==> config.mk <==
export PLATFORM = sky130hd
export DESIGN_NAME = wb_arb5_module
export DESIGN_NICKNAME = d
export VERILOG_FILES = /design/src/rtl/wb_arb5_module.sv
export SDC_FILE = /design/constraint.sdc
export NUM_CORES = 1
export LEC_CHECK = 0
export ABC_AREA = 1
export ABC_CLOCK_PERIOD_IN_PS = 3800
export CORE_ASPECT_RATIO = 2
export CORE_MARGIN = 10
export CORE_UTILIZATION = 57
export CTS_CLUSTER_DIAMETER = 150
export DETAILED_ROUTE_END_ITERATION = 8
export DONT_BUFFER_PORTS = 1
export GPL_ROUTABILITY_DRIVEN = 1
export GPL_TIMING_DRIVEN = 1
export PLACE_DENSITY = 0.84
export SKIP_CTS_REPAIR_TIMING = 1
export SLEW_MARGIN = 25
export SYNTH_ARGS = -nofsm -noshare
export SYNTH_HDL_FRONTEND = slang
export SYNTH_SLANG_ARGS = --single-unit
==> constraint.sdc <==
create_clock -name clk -period 3.8 [get_ports clk]
set_input_delay 0.38 -clock clk [delete_from_list [all_inputs] [get_ports clk]]
set_output_delay 0.38 -clock clk [all_outputs]
set_load 0.05 [all_outputs]
==> src/rtl/wb_arb5_module.sv <==
`default_nettype none
// ============================================================================
//  Module      : wb_arb5_module
//  Description : Round-robin writeback arbiter for five result producers with
//                a single registered output stage and mux5 select code.
//  Revision    : 1.0 - initial release
// ============================================================================
module wb_arb5_module #(
  parameter int DATA_WIDTH = 32,
  parameter int TAG_WIDTH  = 5
) (
  input  logic                    clk,
  input  logic                    rst,
  input  logic [4:0]              src_valid,
  output logic [4:0]              src_ready,
  input  logic [5*DATA_WIDTH-1:0] src_data,
  input  logic [5*TAG_WIDTH-1:0]  src_rd,
  output logic                    out_valid,
  input  logic                    out_ready,
  output logic [DATA_WIDTH-1:0]   out_data,
  output logic [TAG_WIDTH-1:0]    out_rd,
  output logic [2:0]              out_src,
  output logic [3:0]              mux5_sel
);

  localparam int c_NUM_SRC = 5;

  logic                  r_out_valid;
  logic [DATA_WIDTH-1:0] r_out_data;
  logic [TAG_WIDTH-1:0]  r_out_rd;
  logic [2:0]            r_out_src;
  logic [3:0]            r_mux5_sel;
  logic [2:0]            r_rr_ptr;

  logic       w_grant_any;
  logic [2:0] w_grant_idx;
  logic [2:0] w_scan;
  logic       w_can_load;
  logic       w_load;

  // Modulo-5 add of two indices, each already in 0..4.
  function automatic logic [2:0] wrap_add(input logic [2:0] a, input logic [2:0] b);
    logic [3:0] s;
    s = {1'b0, a} + {1'b0, b};
    if (s >= 4'd5) s = s - 4'd5;
    return s[2:0];
  endfunction

  function automatic logic [3:0] sel_code(input logic [2:0] idx);
    case (idx)
      3'd0:    return 4'b0001;
      3'd1:    return 4'b0010;
      3'd2:    return 4'b0100;
      3'd3:    return 4'b1000;
      default: return 4'b0000;
    endcase
  endfunction

  // First valid source at or after rr_ptr, wrapping 4 -> 0.
  always_comb begin
    w_grant_any = 1'b0;
    w_grant_idx = '0;
    w_scan      = '0;
    for (int k = 0; k < c_NUM_SRC; k++) begin
      w_scan = wrap_add(r_rr_ptr, 3'(k));
      if (!w_grant_any && src_valid[w_scan]) begin
        w_grant_any = 1'b1;
        w_grant_idx = w_scan;
      end
    end
  end

  assign w_can_load = ~r_out_valid | out_ready;
  assign w_load     = w_grant_any & w_can_load & ~rst;
  assign src_ready  = w_load ? (5'd1 << w_grant_idx) : 5'd0;

  always_ff @(posedge clk) begin
    if (rst) begin
      r_out_valid <= 1'b0;
      r_out_data  <= '0;
      r_out_rd    <= '0;
      r_out_src   <= '0;
      r_mux5_sel  <= 4'b0000;
      r_rr_ptr    <= '0;
    end else if (w_load) begin
      r_out_valid <= 1'b1;
      r_out_data  <= src_data[w_grant_idx*DATA_WIDTH +: DATA_WIDTH];
      r_out_rd    <= src_rd[w_grant_idx*TAG_WIDTH +: TAG_WIDTH];
      r_out_src   <= w_grant_idx;
      r_mux5_sel  <= sel_code(w_grant_idx);
      r_rr_ptr    <= wrap_add(w_grant_idx, 3'd1);
    end else if (out_ready) begin
      // Drain with nothing new to load: payload fields keep their last values.
      r_out_valid <= 1'b0;
    end
  end

  assign out_valid = r_out_valid;
  assign out_data  = r_out_data;
  assign out_rd    = r_out_rd;
  assign out_src   = r_out_src;
  assign mux5_sel  = r_mux5_sel;

endmodule
`default_nettype wire
Word-level counts from Yosys, hierarchy flattened
Index checks and enable logic that the tools add are counted.
{"block": "totals", "reg_bits": 48, "output_inout_bits": 50, "wordCells": 80}
{"block": "op_classes", "addsub": 11, "mul": 1, "n_lt_le_gt_ge": 11, "eq_ne": 3, "n_shift": 3, "mux": 30, "bitwise_logic": 5, "reduce_logical": 10}
{"operator": "$shiftx A160 B9 Y32", "n": 1}
{"operator": "$mux W3", "n": 11}
{"operator": "$shiftx A25 B7 Y5", "n": 1}
{"operator": "$ge A4 B3 Y1 const B", "n": 5}
{"operator": "$lt A3 B4 Y1 const B", "n": 5}
{"operator": "$sub A3 B3 Y3 const B", "n": 6}
{"operator": "$pmux W4 S4", "n": 1}
{"operator": "$bmux W1 S3", "n": 5}
{"operator": "$mux W1", "n": 12}
{"operator": "$add A3 B1 Y4 const B", "n": 2}
{"operator": "$add A3 B2 Y4 const B", "n": 2}
{"operator": "$eq A3 B2 Y1 const B", "n": 2}
{"operator": "$mul A3 B3 Y6 const B", "n": 1}
{"operator": "$mux W5", "n": 1}
{"operator": "$shl A1 B3 Y5 const A", "n": 1}
{"operator": "$add A3 B3 Y4 const B", "n": 1}
{"operator": "$logic_and A1 B1 Y1", "n": 4}
{"operator": "$logic_not A1 Y1", "n": 4}
{"operator": "$eq A3 B1 Y1 const B", "n": 1}
{"operator": "$ge A3 B3 Y1 const B", "n": 1}
{"operator": "$logic_not A3 Y1", "n": 1}
{"operator": "$and A1 B1 Y1", "n": 2}
{"operator": "$not A1 Y1", "n": 2}
{"operator": "$reduce_bool A2 Y1", "n": 1}
{"operator": "$or A1 B1 Y1", "n": 1}

Longest topological paths before layout
Gate-level depths: netlist of run 1.
{"block": "logic_depth", "ltp_word": 20, "ltp_mapped": 28}

Worst setup path after synthesis of run 1
OpenSTA, ideal clock, no wires.
{"block": "synth_timing", "kind": "register -> output", "start": "register r_rr_ptr[0]", "end": "output src_ready[4]", "arrival_ns": 3.492, "required_time_ns": 3.420, "path_slack_ns": -0.072, "stages_incl_launch_ff": 23, "n_path_buf": 2, "path_cell_list": "dfxtp_1 -> inv_2 -> ha_1 -> inv_1 -> fa_1 -> inv_1 -> nand2_1 -> nand2_1 -> o21ai_1 -> nand3_1 -> nand2_1 -> nand2_1 -> nand2_1 -> nor2_8 -> nand2_4 -> nor2_4 -> nand2_2 -> nand2_2 -> buf_2 -> buf_4 -> ha_1 -> nand2_1 -> nor2_1"}
{"block": "synth_between", "elab_chain_len": 20}
{"item": "start: declaration", "line_no": "33", "rtl": "logic [2:0] r_rr_ptr;"}
{"item": "start signal: assignment", "line_no": "91", "rtl": "r_rr_ptr <= wrap_add(w_grant_idx, 3'd1);"}
{"item": "parallel branches: the longest is 19 deep, another holds $add A3 B1 Y4"}
{"item": "$mux W5 (*)", "line_no": "75", "rtl": "assign src_ready = w_load ? (5'd1 << w_grant_idx) : 5'd0;"}
{"item": "end: declaration", "line_no": "15", "rtl": "output logic [4:0] src_ready,"}
Mark *: on every way between the ends. The select of a mux whose other input is x is not followed.

Worst setup path after layout of run 1
{"block": "layout_timing", "start": "register r_rr_ptr[1]", "end": "output src_ready[3]"}
Same word-level chain as after synthesis.

==> results of run 1 <==
-- registers in the layout, summed over array words and instances (netlist names) --
name / flops
out_valid: 1
mux5_sel: 4
out_src: 3
out_data: 32
r_rr_ptr: 3
out_rd: 5
-- worst max-delay path: stages, from the launching register on --
cell      delay (ps)
dfxtp_4          380
clkinv_4         100
ha_2             350
inv_1             40
nand2_1          240
nand2_8          130
nand2_2          110
o21ai_4           80
nand3_1           80
nand2_1           70
nand2_2           90
nand2_4           90
nand3_2          100
nor2_2            40
nor2_1           150
nand3_1          150
nand2_4          120
inv_2             50
ha_1             180
ha_2             190
nand2_1           80
inv_1             50
buf_6            140
-- path summary, 6_finish.rpt --
| kind | from | end | slack, ps | cells past startpoint |
|---|---|---|---|---|
| worst min-delay path | rst | mux5_sel[1] | 140 | 1 |
| worst max-delay path | r_rr_ptr[1] | src_ready[3] | 120 | 22 |
| worst max register to register | r_rr_ptr[1] | r_rr_ptr[1] | 320 | 23 |
| worst min register to register | r_rr_ptr[2] | r_rr_ptr[2] | 680 | 2 |
-- final cells by class --
class	count	area [sq um]	share of cell area (%)
Sequential cell	48	967.2	18.52
Clock inverter	2	38.79	0.7427
Tap cell	96	120.1	2.300
Timing Repair Buffer	34	377.9	7.235
Clock buffer	6	138.9	2.659
Inverter	55	216.5	4.145
Multi-Input combinational cell	649	3363	64.40
-- cell usage after synthesis, types with 2 or more instances --
library cell / n / area (sq um)
xor2_1: 2 / 17.52
nand2_2: 8 / 50.05
nor2_1: 10 / 37.54
ha_1: 15 / 187.7
nand2_1: 278 / 1044
nand3_1: 257 / 1286
nand2_4: 5 / 56.30
o21ai_0: 10 / 50.05
dfxtp_1: 48 / 960.9
a21oi_1: 28 / 140.1
clkinv_1: 2 / 7.510
o211ai_1: 3 / 22.52
inv_1: 44 / 165.2
buf_6: 11 / 123.9
buf_2: 26 / 130.1
inv_2: 9 / 33.78
o21ai_1: 6 / 30.03
nand4_1: 7 / 43.79
buf_4: 8 / 60.06
nand3_2: 7 / 70.07
clkbuf_1: 10 / 37.54
-- per-stage QoR --
stage / instances / utilization, % / area, sq um
global placement: 873 / 59.26 / 4741
CTS: 881 / 61.48 / 4918
finish: 890 / 65.28 / 5223
global route: 890 / 65.28 / 5223
floorplan: 806 / - / 4690
detailed placement: 873 / 59.26 / 4741
-- layer usage --
layer	GRT usage [%]	part of all wire, %	wire length, um
met5	0	0	0
met4	14.65	6.1	1210
met3	7.330	10	2022
met2	51.72	52	10200
met1	28.33	32	6303
-- cells by family (layout without fill, tap and decap cells) --
group | count (synthesis) | count (layout) | synth area share (%)
AND/OR/NAND/NOR | 578 | 579 | 56.78
buffers and inverters | 110 | 97 | 11.91
AO/OA/AOI/OAI | 51 | 51 | 5.820
flip-flops | 48 | 48 | 20.50
adder cells (fa/ha/maj) | 16 | 16 | 4.431
XOR/XNOR | 3 | 3 | 0.5607
==> flow_summary.yaml, run 1 <==
status:
  status: "finished clean"
synth:
  yosysSeqAreaShare_pct: 20.50
  synth-seq-cells: 48
  synthCells: 806
  yosysUniqueCellTypes: 33
  syn_avg_cell_area_sq_um: 5.815
  synth-edff-count: 0
  async_flop_share_pct: 0
  netlist_area_sq_mm: 0.004687
  synthesis.nets: 1015
  ys_warn_count: 0
  ys.flop_type: "dfxtp_1"
placement:
  gp_congestion: 1.048
  port_buffers: 0
  pre_cts_ws_ps: -26.82
  hpwl_um: 15190
global_route:
  antenna_found_initial: 0
  grt_usage_pct: 28.32
  grt_pass1_wl_um: 28990
  grt_pass1_vias: 5481
  grt-ovfl-total: 0
  grt_max_degree: 75
layout:
  syn2layout_area_growth_pct: 11.43
  fill_cells: 744
  num-nets-final: 1002
  antenna_cells: 0
  final_common_cell: "nand2_1"
  drive_above_1_share_pct: 15.24
  final_cell_mix: "nand2_1 (266), nand3_1 (250), dfxtp_1 (45)"
die:
  dieWidth_um: 84.12
  ioPinCount: 243
  rows: 46
  start_util_pct: 58.59
  core_sq_mm: 0.008000
  die_area_sq_mm: 0.01247
  die_h_um: 148.2
hold_path:
  hp-class: "in2reg"
sta:
  holdWs_ps: 138.5
  post-route-min-period_ps: 3683
  setup-violations-final: 0
  fin_setup_tns_ps: 0
  tightest_slew_ps: 593.6
  fin_ws_ps: 116.5
  finalCritPeriodShare_pct: 96.93
  rsz0062_at_grt: "true"
  finalMaxSlewViolations: 0
  final_hold_viol_count: 0
  fin_skew_ps: 12.02
  relSlewSlack_pct: 60.37
  fmax_ghz: 0.2715
cts:
  cts_tree: "yes"
  cts_root_buf: "clkbuf_16"
  numCtsBuffers: 5
  clk_pin_slew_ps: 70
  clkSinkCount: 48
  insertion_delay_ps: 300
  clockBufferDepth: 2
  cts_max_level: 2
detailed_routing:
  viasPerCell: 6.485
  num_vias: 5772
  wl_um: 19740
  drc_errors: 0
  drt_iter0_markers: 489
  firstDrtPassIters: 5
  ant_nets: 0
  drt-wirelength-per-cell_um: 22.18
critical_path:
  crit_type: "reg2out"
  worst_setup_path_end_kind: "output port"
  path_max_fanout: 7
  arrival_ps: 3300
  crit_required_ps: 3420
  start_kind: "register"
flow_run:
  drv_cap: 0
Power of run 1 is left out: the tool's default activity adds up to more than one toggle a clock period on the data nets, which glitch-free logic cannot reach.
==> run 2, diff against run 1 <==
CTS_BUF_LIST = sky130_fd_sc_hd__clkbuf_8   (was default)
==> flow_summary.yaml, run 2 (same netlist as run 1, synthesis figures left out) <==
status:
  status: "finished clean"
layout:
  post-route-util_pct: 65.98
  final_cell_mix: "nand2_1 (263), nand3_1 (243), dfxtp_1 (45)"
  largest_register_ff_count: 32
  syn2layout_area_growth_pct: 12.63
  final-seq-area_sq_um: 969.7
  stdcell_count: 893
  antenna_cells: 0
  num-nets-final: 1005
  fill_cells: 730
  multi_input_area_sq_mm: 0.003433
  drive_above_1_share_pct: 17.06
  final_common_cell: "nand2_1"
cts:
  clockBufferDepth: 2
  cts_root_buf: "clkbuf_8"
  cts_tree: "yes"
  numCtsBuffers: 5
  clkSinkCount: 48
  cts_max_level: 2
  clk_pin_slew_ps: 110
  insertion_delay_ps: 320
sta:
  final_hold_viol_count: 0
  holdWs_ps: 112.1
  finalCritPeriodShare_pct: 98.89
  fin_setup_tns_ps: 0
  fmax_ghz: 0.2661
  relSlewSlack_pct: 60.24
  post-route-min-period_ps: 3758
  setup-violations-final: 0
  tightest_slew_ps: 595.6
  fin_skew_ps: 24.60
  finalMaxSlewViolations: 0
detailed_routing:
  firstDrtPassIters: 6
  ant_nets: 0
  wl_um: 19780
  drt-wirelength-per-cell_um: 22.15
  num_vias: 5830
  drt_iter0_markers: 575
  viasPerCell: 6.529
  drc_errors: 0
global_route:
  grt_pass1_vias: 5471
  grt_usage_pct: 28.22
  grt-ovfl-total: 0
  grt_pass1_wl_um: 28860
  antenna_found_initial: 0
  grt_max_degree: 75
critical_path:
  r2r-start: "r_rr_ptr[1]"
  crit_required_ps: 3420
  crit_path_start: "r_rr_ptr[1]"
  start_kind: "register"
  path_max_fanout: 7
  worstRegToRegCells: 24
  arrival_ps: 3380
  worst_setup_path_end_kind: "output port"
  crit_type: "reg2out"
die:
  start_util_pct: 58.59
  die_h_um: 148.2
  core_sq_mm: 0.008000
  die_area_sq_mm: 0.01247
  rows: 46
  ioPinCount: 243
  dieWidth_um: 84.12
hold_path:
  hold_start: "rst"
  hp-class: "in2reg"
  hold_path_depth: 1
placement:
  gp_congestion: 1.048
  place_inst: 873
  port_buffers: 0
  hpwl_um: 15190
flow_run:
  drv_cap: 0
## run 2: cell types whose count changed in the layout (fill, tap and decap cells not counted), sizes merged
cell	before	now
buf	34	37
clkinv	4	3
inv	52	53
## run 2: critical path: stages (launching register included)
cell and delay, ps:
dfxtp_4 390, buf_4 170, ha_1 220, inv_2 130, nand2_1 180, inv_2 100, nand3_1 150, nand2_2 140
nand2_1 60, nand3_1 80, nand2_1 60, nand2_1 70, nand2_2 90, inv_2 100, nand2_4 60, nor2_4 160
nand2_2 100, nand2_4 100, buf_12 120, ha_2 190, nand2_1 80, nor2_2 140, buf_12 150
## run 2: area by class of cell
type | count | area share, %
multi-input cells | 649 | 65.04
flip-flops and latches | 48 | 18.37
repair buffers | 37 | 7.917
inverters | 55 | 4.101
well taps | 96 | 2.275
clock buffers | 6 | 1.564
clock inverters | 2 | 0.7348
## run 2: metal layers
layer	global-route usage (%)	up-vias	routed length [um]
li1	-	2646	-
met1	28.43	2625	6358
met2	51.30	451	10210
met3	7.276	108	1986
met4	14.65	0	1223
met5	0	-	0
## run 2: worst paths after layout
path	to	slack, ps
worst max register to register	r_rr_ptr[1]	340
worst min register to register	r_rr_ptr[2]	680
worst min-delay path	mux5_sel[1]	110
worst max-delay path	src_ready[4]	40
## run 2: through the flow
step	instance area (sq um)	setup WS (ps)
final	5279	42.36
after global routing	5279	-95.79
after CTS	4862	-335.0
after detailed placement	4741	-26.82
after global placement	4741	167.1
after floorplan	4690	139.1
Power of run 2 is left out for the same reason.
